## src/rtl/ps2_key_matrix.sv

```systemverilog
// ps2_key_matrix: turns the PS/2 scancode stream from ps2in into the 16-bit CHIP-8 key matrix.
//   clk         system clock
//   rst         asynchronous, active-high reset
//   kbd_ready   byte-ready strobe from ps2in (asynchronous to clk)
//   kbd_data    scancode byte, stable while kbd_ready is high
//   key_matrix  bit n = 1 while CHIP-8 key n is held
//   any_key     OR of key_matrix, registered alongside it
//   key_event   one-cycle pulse when a key_matrix bit changes
//   key_code    key index of the last event (held)
//   key_down    1 = press, 0 = release for the last event (held)
module ps2_key_matrix #(
    parameter int unsigned TIMEOUT_CYCLES = 200000
) (
    input  logic        clk,
    input  logic        rst,
    input  logic        kbd_ready,
    input  logic [7:0]  kbd_data,
    output logic [15:0] key_matrix,
    output logic        any_key,
    output logic        key_event,
    output logic [3:0]  key_code,
    output logic        key_down
);

    localparam int unsigned CNT_W = $clog2(TIMEOUT_CYCLES + 1);

    typedef enum logic [1:0] {
        IDLE      = 2'd0,
        BREAK     = 2'd1,
        EXT       = 2'd2,
        EXT_BREAK = 2'd3
    } state_t;

    state_t             state;
    logic [CNT_W-1:0]   tmo_cnt;
    logic               s1, s2, s3;
    logic               byte_strobe;

    logic [15:0]        matrix_nxt;
    logic               event_nxt;
    logic [3:0]         code_nxt;
    logic               down_nxt;
    logic [4:0]         map;     // {valid, index}
    logic               mapped;
    logic [3:0]         idx;

    // Scancode set 2 to CHIP-8 hex keypad; bit 4 flags a mapped code.
    function automatic logic [4:0] map_code(input logic [7:0] c);
        case (c)
            8'h16: map_code = 5'h11;
            8'h1E: map_code = 5'h12;
            8'h26: map_code = 5'h13;
            8'h25: map_code = 5'h1C;
            8'h15: map_code = 5'h14;
            8'h1D: map_code = 5'h15;
            8'h24: map_code = 5'h16;
            8'h2D: map_code = 5'h1D;
            8'h1C: map_code = 5'h17;
            8'h1B: map_code = 5'h18;
            8'h23: map_code = 5'h19;
            8'h2B: map_code = 5'h1E;
            8'h1A: map_code = 5'h1A;
            8'h22: map_code = 5'h10;
            8'h21: map_code = 5'h1B;
            8'h2A: map_code = 5'h1F;
            default: map_code = 5'h00;
        endcase
    endfunction

    // Rising edge of the synchronised ready; kbd_data is stable by contract so it is used directly.
    assign byte_strobe = s2 & ~s3;
    assign map         = map_code(kbd_data);
    assign mapped      = map[4];
    assign idx         = map[3:0];

    // Matrix update for the byte arriving this cycle; events only on an actual bit change.
    always_comb begin
        matrix_nxt = key_matrix;
        event_nxt  = 1'b0;
        code_nxt   = key_code;
        down_nxt   = key_down;
        if (byte_strobe) begin
            case (state)
                IDLE: begin
                    if (kbd_data == 8'h00 || kbd_data == 8'hFF) begin
                        matrix_nxt = 16'h0000;
                    end else if (mapped && !key_matrix[idx]) begin
                        matrix_nxt[idx] = 1'b1;
                        event_nxt       = 1'b1;
                        code_nxt        = idx;
                        down_nxt        = 1'b1;
                    end
                end
                BREAK: begin
                    if (mapped && key_matrix[idx]) begin
                        matrix_nxt[idx] = 1'b0;
                        event_nxt       = 1'b1;
                        code_nxt        = idx;
                        down_nxt        = 1'b0;
                    end
                end
                default: ;
            endcase
        end
    end

    // Synchroniser, prefix FSM with timeout, and registered outputs.
    always_ff @(posedge clk or posedge rst) begin
        if (rst) begin
            s1         <= 1'b0;
            s2         <= 1'b0;
            s3         <= 1'b0;
            state      <= IDLE;
            tmo_cnt    <= '0;
            key_matrix <= 16'h0000;
            any_key    <= 1'b0;
            key_event  <= 1'b0;
            key_code   <= 4'h0;
            key_down   <= 1'b0;
        end else begin
            s1         <= kbd_ready;
            s2         <= s1;
            s3         <= s2;
            key_matrix <= matrix_nxt;
            any_key    <= |matrix_nxt;
            key_event  <= event_nxt;
            key_code   <= code_nxt;
            key_down   <= down_nxt;

            if (byte_strobe) begin
                // A byte wins over a coinciding timeout.
                tmo_cnt <= '0;
                case (state)
                    IDLE: begin
                        if (kbd_data == 8'hF0)      state <= BREAK;
                        else if (kbd_data == 8'hE0) state <= EXT;
                        else                        state <= IDLE;
                    end
                    EXT:     state <= (kbd_data == 8'hF0) ? EXT_BREAK : IDLE;
                    default: state <= IDLE;
                endcase
            end else if (state == IDLE) begin
                tmo_cnt <= '0;
            end else if (tmo_cnt == CNT_W'(TIMEOUT_CYCLES)) begin
                state <= IDLE;
            end else begin
                tmo_cnt <= tmo_cnt + CNT_W'(1);
            end
        end
    end

endmodule

```

## config.mk

```make
export PLATFORM = sky130hd
export DESIGN_NAME = ps2_key_matrix
export DESIGN_NICKNAME = d
export VERILOG_FILES = /design/src/rtl/ps2_key_matrix.sv
export SDC_FILE = /design/constraint.sdc
export NUM_CORES = 1
export LEC_CHECK = 0
export ABC_AREA = 1
export CORE_UTILIZATION = 30
export CTS_BUF_LIST = sky130_fd_sc_hd__clkbuf_8
export DETAILED_ROUTE_END_ITERATION = 8
export GPL_ROUTABILITY_DRIVEN = 0
export SYNTH_ARGS = -nofsm -noshare
export SYNTH_HDL_FRONTEND = slang
export SYNTH_SLANG_ARGS = --single-unit
```

## constraint.sdc

```tcl
create_clock -name clk -period 2.2 [get_ports clk]
set_input_delay 0.44 -clock clk [delete_from_list [all_inputs] [get_ports clk]]
set_output_delay 0.44 -clock clk [all_outputs]
set_load 0.1 [all_outputs]
```

# [Yosys cells after proc, flatten, opt, wreduce, memory -nomap -nowiden]
# Memories as Yosys holds them, arrays and structs flattened.
# Index checks and enable logic that the tools add are counted.
[totals] mem_count=1 ff_bits=46 mem_bits_ro=320 in_bits=11 out_inout_bits=23
[memory_table] memory="(no name shown)" words=64 width=5 rd=1 rd_clocked_by_memory_dff=0 wr=0 line_no="49" source="case (c)"
[classes] n_bitwise=5 order_cmp=2 eq_ne=11 addsub=1 n_reduce_logical=13 n_mux=33
[ops] operator="16-bit 2-to-1 mux" count=4
[ops] operator="18-bit 2-to-1 mux" count=3
[ops] operator="16-bit case mux with 2 select lines" count=1
[ops] operator="8-bit equality test, second input constant" count=3
[ops] operator="18-bit by 1-bit adder with 18-bit output, second input constant" count=1
[ops] operator="18-bit equality test, second input constant" count=1
[ops] operator="16-bit AND" count=1
[ops] operator="16-bit NOT" count=1
[ops] operator="16-bit bitwise OR" count=1
[ops] operator="16-bit OR reduction" count=1
[ops] operator="2-bit 2-to-1 mux" count=6
[ops] operator="4-bit 2-to-1 mux" count=3
[ops] operator="1-bit 2-to-1 mux" count=9
[ops] operator="8-bit logical NOT" count=1
[ops] operator="2-bit inequality test, second input constant" count=4
[ops] operator="4-bit case mux with 2 select lines" count=1
[ops] operator="4-bit by 5-bit < comparator with 1-bit output, second input constant" count=1
[ops] operator="5-bit 2-to-1 mux" count=1
[ops] operator="5-bit AND reduction" count=1
[ops] operator="1-bit binary-select mux with 4-bit select" count=1
[ops] operator="1-bit demux with 4-bit select" count=1
[ops] operator="4-bit by 1-bit greater-or-equal comparator with 1-bit output, second input constant" count=1
[ops] operator="2-bit logical NOT" count=2
[ops] operator="1-bit case mux with 2 select lines" count=2
[ops] operator="other kinds (11)" count=14

# [Depth between registers and ports, before layout]
# Gate-level depths: netlist of the first run.
[depth] ltp_word=12 mapped_depth=28 depth_no_buf=26

# [Worst setup path before layout of the first run]
# Ideal clock, no wire load.
[synth_timing] path_kind="input-to-reg" start="input port kbd_data[1]" end="register any_key" arrival_ns=2.432 path_buffers=2 slack_ns=-0.350 required_ns=2.081 path_stages=28 setup_ns=0.119 path_cell_list="inv_1 > ha_1 > inv_1 > nand2_1 > nand2_1 > nand2_1 > nand3_2 > nand2_4 > nand2_4 > buf_6 > nand2_1 > nand2_1 > nand2_1 > nand2_1 > nand2_1 > nand2_4 > inv_2 > nand2_4 > buf_6 > nand3_1 > nand3_1 > nand2_1 > nand2_1 > nand2_1 > nor2_1 > nand2_1 > nor2_1 > nand2_1"
[synth_via] elab_chain_cells=12 elab_cells_between_ends=24 classes_between="2 x order compare; 1 x eq/ne; 10 x mux; 3 x bitwise; 7 x reduce/logical; 1 x memory"
[synth_lines] element="from (decl)" line_no="17" source="input logic [7:0] kbd_data,"
[synth_lines] element="memory read 64 x 5 bit"
[synth_lines] element="5-bit 2-to-1 mux" line_no="49"
[synth_lines] element="4-bit by 5-bit < comparator with 1-bit output (not written as such) / 4-bit by 1-bit greater-or-equal comparator with 1-bit output (equally long branches)" line_no="88, 96"
[synth_lines] element="1-bit logical AND (not written as such)" line_no="88, 96"
[synth_lines] element="1-bit 2-to-1 mux (not written as such)" line_no="88, 96"
[synth_lines] element="1-bit demux with 4-bit select" line_no="88, 96"
[synth_lines] element="16-bit bitwise OR (no source line) / 16-bit NOT (equally long branches)"
[synth_lines] element="16-bit 2-to-1 mux / 16-bit AND (equally long branches)"
[synth_lines] element="16-bit 2-to-1 mux (on tied branches)" line_no="85, 95"
[synth_lines] element="16-bit case mux with 2 select lines *" line_no="83" source="case (state)"
[synth_lines] element="16-bit 2-to-1 mux *" line_no="82" source="if (byte_strobe) begin"
[synth_lines] element="net matrix_nxt[4]" line_no="39" source="logic [15:0] matrix_nxt;"
[synth_lines] element="16-bit OR reduction *" line_no="125" source="any_key <= |matrix_nxt;"
[synth_lines] element="to (signal assigned)" line_no="125"
[synth_lines] element="to (decl)" line_no="19" source="output logic any_key,"
# Mark *: on every way through the listed nets, which the timed path passes. The rest lies on a longest branch. The select of a mux whose other input is x is not followed.
# A chain may end at the register's enable or synchronous reset.

# [Worst setup path after layout of the first run]
[layout_timing] start="input port kbd_data[0]" end="register any_key"
# The elaborated chain is that of the path after synthesis.

==> results.toml, run 1 <==
[worst_setup_path]
arrival_ns = 2.71
reg2reg_depth = 19
cp_common_cell = "nand2_1"
cpPeakStageDelay_ns = 0.19
slowest_stage = "a21oi_4"
r2r-start = "key_matrix[6]$_DFF_PP0_"
crit_type = "input pin to flip-flop"
crit_fanout = 8
cp.depth = 27
required_ns = 2.41
crit_buf_inv = 7
r2r_slack_ns = 0.21
cp_top_family = "simple AND/OR/NAND/NOR gates"
startpoint = "kbd_data[0]"
reg2reg_to = "any_key$_DFF_PP0_"
end_kind = "flip-flop"
cp-start-kind = "input pin"
critPathCapture = "any_key$_DFF_PP0_"

[sta]
finalCritPeriodShare = 1.14
setup_violations = 20
whs_ns = 0.356
fmaxAchievable_ghz = 0.400
final.setup.worst_slack_ns = -0.300
tightest_slew_ns = 0.694
period_needed_ns = 2.50
maxSlewViolCount = 0
slew_headroom = 0.531
rsz0062_at_grt = "true"
fin_skew_ns = 0.00878
hold_violations = 0

[min_path]
hp-class = "flip-flop to flip-flop"

[synth]
syn_inst = 528
syn-cell-area_um2 = 3440
synth_area_leaders = "dfrtp_1, nand2_1, nand3_1"
seq_area_frac_synth = 0.335
syn_nets = 545
ys_ff_latch = 46
synth_top_cell_by_area = "dfrtp_1"
synth_warnings = 0
synth.distinct_cells = 40
syn_area_per_cell_um2 = 6.51
synth_top_area_share = 0.335

[placed_design]
dp_hpwl_um = 7080
io_buffers = 33
dp_cells = 749

[global_routing]
overflow = 0
grt_max_degree = 47
grt_util_all_layers = 0.182
antenna_found_initial = 0
grt_pass1_wl_um = 17200
grt_pass1_vias = 3625

[cts]
root_buffer = "clkbuf_8"
htreeDepth = 2
clk_latency_ns = 0.31
numCtsBuffers = 5
cts_sinks = 46
tritoncts = "yes"
clk_path_buf_depth = 2
clk_pin_slew_ns = 0.10

[floorplanning]
die_area_um2 = 11900
fp.dieH_um = 109
core_um2 = 11000
die_x_um = 109
start_util = 0.313
num_rows = 38
pin_count = 34

[route]
ant_nets = 0
drtIter0Drc = 224
via_per_inst = 4.86
wl_per_cell_um = 13.5
drtPass1Iterations = 5
drc = 0
routed_wirelength_um = 10500
via_count = 3789

[cells_and_area]
mostFrequentLayoutCell = "nand2_1"
instances_no_fill = 779
drive_gt1_frac = 0.360
diodes = 0
multi_input_area_um2 = 2250
fin_nets = 655
final_cell_mix = "nand2_1, buf_4, nor2_1, inv_1, dfrtp_1"
syn2layout_area_growth_pct = 44.4
fill_cells = 1096
seqCellArea_um2 = 1150

[power]
powerDensity_nw_per_um2 = 632
vdd_drop_max_mv = 0.410
power_leakage_nw = 2.34
total_power_w = 0.00313

[run_status]
status = "finished with violations"
violations = "setup timing"

[run]
drv_cap = 0
[area by class of cell]
type | instances | share of cell area
repair buffers | 116 | 0.201
multi-input cells | 397 | 0.453
well taps | 140 | 0.0353
clock buffers | 5 | 0.0139
inverters | 72 | 0.0590
clock inverters | 3 | 0.00529
flip-flops and latches | 46 | 0.232
[worst register-to-register path, stage by stage, from the launching register on]
cell and delay [ns]:
dfrtp_1 0.48, nand2_1 0.08, nand2_1 0.07, nand2_1 0.05, nand2_1 0.10, nand2_2 0.08, nand2_4 0.09, buf_12 0.12
nor2_8 0.05, buf_8 0.14, nand3_2 0.05, nand2_1 0.04, inv_1 0.04, nand2_1 0.04, nand2_1 0.06, nand2_2 0.06
nor2_2 0.08, nand2_1 0.08, nor2_1 0.12, nand2_1 0.06
[per-stage QoR]
stage / cell area [um^2] / utilization / setup TNS, ns / setup slack (ns)
global route: 4960 / 0.452 / -5.72 / -0.463
global placement: 4330 / 0.395 / -23.34 / -1.22
detailed placement: 4330 / 0.395 / -23.56 / -1.23
finish: 4960 / 0.452 / -2.37 / -0.300
floorplan: 3490 / - / -1.08 / -0.271
CTS: 4750 / 0.432 / -2.38 / -0.322
[where the power goes]
| group | internal [W] | switching (W) | total, W |
|---|---|---|---|
| clock | 0.000237 | 0.000344 | 0.000581 |
| combinational | 0.000472 | 0.00106 | 0.00153 |
| sequential | 0.000919 | 0.000102 | 0.00102 |
| total | 0.00163 | 0.00151 | 0.00313 |
[sequential cells by signal (all words and copies together), names as in the netlist]
| register | cells |
|---|---|
| s3 | 1 |
| state | 2 |
| key_down | 1 |
| s2 | 1 |
| s1 | 1 |
| tmo_cnt | 18 |
| key_matrix | 16 |
| any_key | 1 |
| key_code | 4 |
| key_event | 1 |
[routing by layer]
metal / global-route usage / routed length, um / share of wire / vias to the layer above
met5: 0 / 0 / 0 / -
met4: 0.0376 / 141 / 0.013 / 0
met3: 0.0263 / 478 / 0.046 / 14
met2: 0.311 / 5190 / 0.49 / 89
met1: 0.241 / 4680 / 0.45 / 1808
li1: - / - / - / 1878
[kinds of logic after synthesis]
group	after synthesis	share of synthesized area
and+or+nand+nor	338	0.434
buffers and inverters	89	0.117
AOI/OAI and AO/OA	46	0.0848
DFF	46	0.335
adders and majority gates	6	0.0218
xor gates and xnor gates	3	0.00764
[cells in the mapped netlist, drive strengths merged]
master,number
a2111oi,1
a21oi,13
a32o,1
a41oi,1
and2,1
and3,2
buf,13
clkbuf,3
dfrtp,46
dlygate4sd3,1
ha,6
inv,72
nand2,185
nand3,58
nand4,8
nor2,73
nor3,7
nor3b,1
nor4,2
o211ai,1
o21a,2
o21ai,25
o22ai,1
o41ai,1
or2,1
xnor2,1
xor2,2
[worst min path at each step]
stage	from	end	slack, ns	cells past startpoint
2_1_floorplan	s1$_DFF_PP0_	s2$_DFF_PP0_	0.33	0
3_3_place_gp	s1$_DFF_PP0_	s2$_DFF_PP0_	0.33	0
3_5_place_dp	s1$_DFF_PP0_	s2$_DFF_PP0_	0.34	0
4_1_cts	s1$_DFF_PP0_	s2$_DFF_PP0_	0.36	0
5_1_grt	s1$_DFF_PP0_	s2$_DFF_PP0_	0.37	0
6_report	s1$_DFF_PP0_	s2$_DFF_PP0_	0.36	0
[timing repair]
action | 4_1_cts | 5_1_grt
endpoints found under the setup margin | 23 | 26
resized for setup | 74 | 57
pin swaps | 43 | 29
gates cloned | 4 | 1
setup buffers | 14 | 7
hold buffers | 0 | 0
(Power assumes the default switching activity.)
==> run 2: changes to the inputs <==
==> constraint.sdc (replaced) <==
create_clock -name clk -period 2.39 [get_ports clk]
set_input_delay 0.478 -clock clk [delete_from_list [all_inputs] [get_ports clk]]
set_output_delay 0.478 -clock clk [all_outputs]
set_load 0.1 [all_outputs]
==> run 2 against run 1 <==
  * The run still ends with setup timing left
  * Flip-flop and latch count unchanged
  * Wire length decreased by 7.0%
  * Global-route usage decreased by 1.1 points
  * Core utilization decreased by 1.3 points
  * Largest power group unchanged
==> results.toml, run 2 (synthesis results as in run 1) <==
[global_routing]
grt_util_all_layers = 0.170
grt_max_degree = 47
antenna_found_initial = 0
grt_pass1_wl_um = 16100
grt_pass1_vias = 3454
overflow = 0

[worst_setup_path]
slowest_stage = "ha_4"
critPathCapture = "any_key$_DFF_PP0_"
cp-start-kind = "input pin"
cpPeakStageDelay_ns = 0.16
r2r_slack_ns = 0.30
arrival_ns = 2.81
crit_buf_inv = 7
reg2reg_to = "tmo_cnt[17]$_DFFE_PP0P_"
r2r-start = "tmo_cnt[0]$_DFFE_PP0P_"
cp_common_cell = "nand2_2"
crit_type = "input pin to flip-flop"
reg2reg_depth = 11
end_kind = "flip-flop"
required_ns = 2.59
cp.depth = 30
startpoint = "kbd_data[0]"
crit_fanout = 6
cp_top_family = "simple AND/OR/NAND/NOR gates"

[cts]
cts_hold_buffers = 0
clk_latency_ns = 0.31
cts_sinks = 46
clk_pin_slew_ns = 0.10
tritoncts = "yes"
root_buffer = "clkbuf_8"
htreeDepth = 2
clk_path_buf_depth = 2
numCtsBuffers = 5

[route]
drtPass1Iterations = 6
ant_nets = 0
wl_per_cell_um = 12.9
drc = 0
via_count = 3597
routed_wirelength_um = 9770
drtIter0Drc = 203
via_per_inst = 4.74

[power]
vdd_drop_max_mv = 0.326
powerDensity_nw_per_um2 = 590
power_leakage_nw = 2.23

[sta]
slew_headroom = 0.523
fmaxAchievable_ghz = 0.383
hold_violations = 0
setup_violations = 17
whs_ns = 0.361
rsz0062_at_grt = "true"
finalCritPeriodShare = 1.09
final.setup.worst_slack_ns = -0.221
tightest_slew_ns = 0.707
period_needed_ns = 2.61
maxSlewViolCount = 0
fin_skew_ns = 0.00997

[placed_design]
dp_hpwl_um = 6890
dpl_cell_area_um2 = 4290
io_buffers = 33

[floorplanning]
die_x_um = 109
core_um2 = 11000
die_area_um2 = 11900
num_rows = 38
start_util = 0.313
fp.dieH_um = 109
pin_count = 34

[cells_and_area]
final_cell_mix = "nand2_1, buf_4, nor2_1, inv_1, dfrtp_1"
fin_nets = 635
drive_gt1_frac = 0.336
reg_top3 = "tmo_cnt (18), key_matrix (16), key_code (4)"
fill_cells = 1121
top_register = "tmo_cnt"
diodes = 0
stdcell_area_um2 = 4820
syn2layout_area_growth_pct = 40.2
mostFrequentLayoutCell = "nand2_1"
largest_reg_flops = 18

[run_status]
status = "finished with violations"
violations = "setup timing"

[run]
drv_cap = 0

[min_path]
hp-class = "flip-flop to flip-flop"
run 2: layout make-up:
| type | instances | area, um^2 | area share |
|---|---|---|---|
| Sequential cell | 46 | 1150 | 0.239 |
| Clock inverter | 3 | 21.3 | 0.00441 |
| Tap cell | 140 | 175 | 0.0363 |
| Timing Repair Buffer | 98 | 858 | 0.178 |
| Clock buffer | 5 | 68.8 | 0.0143 |
| Multi-Input combinational cell | 395 | 2260 | 0.468 |
| Inverter | 72 | 288 | 0.0597 |
run 2: worst reg2reg max path: stages, from the launching register on:
cell and delay [ns]:
dfrtp_1 0.40, inv_1 0.07, nor3_1 0.36, nand4_1 0.19, nor2_1 0.12, inv_1 0.07
nor2_1 0.18, nand3_1 0.15, nor2_1 0.16, nand2_1 0.08, xor2_1 0.14, nor2_1 0.06
run 2: how the worst min path moves through the flow:
stage                 start      endpoint  slack [ns]  cells past startpoint
2_1_floorplan  s1$_DFF_PP0_  s2$_DFF_PP0_        0.33                      0
6_report       s1$_DFF_PP0_  s2$_DFF_PP0_        0.36                      0
3_3_place_gp   s1$_DFF_PP0_  s2$_DFF_PP0_        0.33                      0
5_1_grt        s1$_DFF_PP0_  s2$_DFF_PP0_        0.38                      0
3_5_place_dp   s1$_DFF_PP0_  s2$_DFF_PP0_        0.34                      0
4_1_cts        s1$_DFF_PP0_  s2$_DFF_PP0_        0.36                      0
run 2: through the flow:
stage          setup slack (ns)  power (W)  instances  utilization  TNS, ns
5_1_grt                  -0.386    0.00299        759        0.439    -4.21
3_5_place_dp              -1.04    0.00217        742        0.390   -17.84
2_1_floorplan            -0.119    0.00183        528            -   -0.156
6_report                 -0.221    0.00284        759        0.439    -1.51
4_1_cts                  -0.203    0.00278        757        0.417   -0.933
3_3_place_gp             -0.971    0.00216        742        0.390   -15.99
run 2: power by group:
group | internal [W] | switching, W | total, W
Sequential | 0.000846 | 0.000112 | 0.000957
Combinational | 0.000433 | 0.000957 | 0.00139
Clock | 0.000206 | 0.000288 | 0.000494
Total | 0.00148 | 0.00136 | 0.00284
run 2: per-layer routing:
layer  vias to the layer above  global-route usage  share of wire
met1                      1665               0.224           0.46
li1                       1838                   -              -
met3                        18              0.0209          0.040
met4                         0              0.0579          0.020
met2                        76               0.288           0.48
met5                         -                   0              0
run 2: repair_timing:
| item | in CTS | in global routing |
|---|---|---|
| pin swaps | 23 | 38 |
| buffers inserted | 7 | 3 |
| cloned | 2 | 0 |
| endpoints found under the setup margin | 23 | 22 |
| resized for setup | 59 | 66 |
| endpoints found under the hold margin | 0 | 0 |
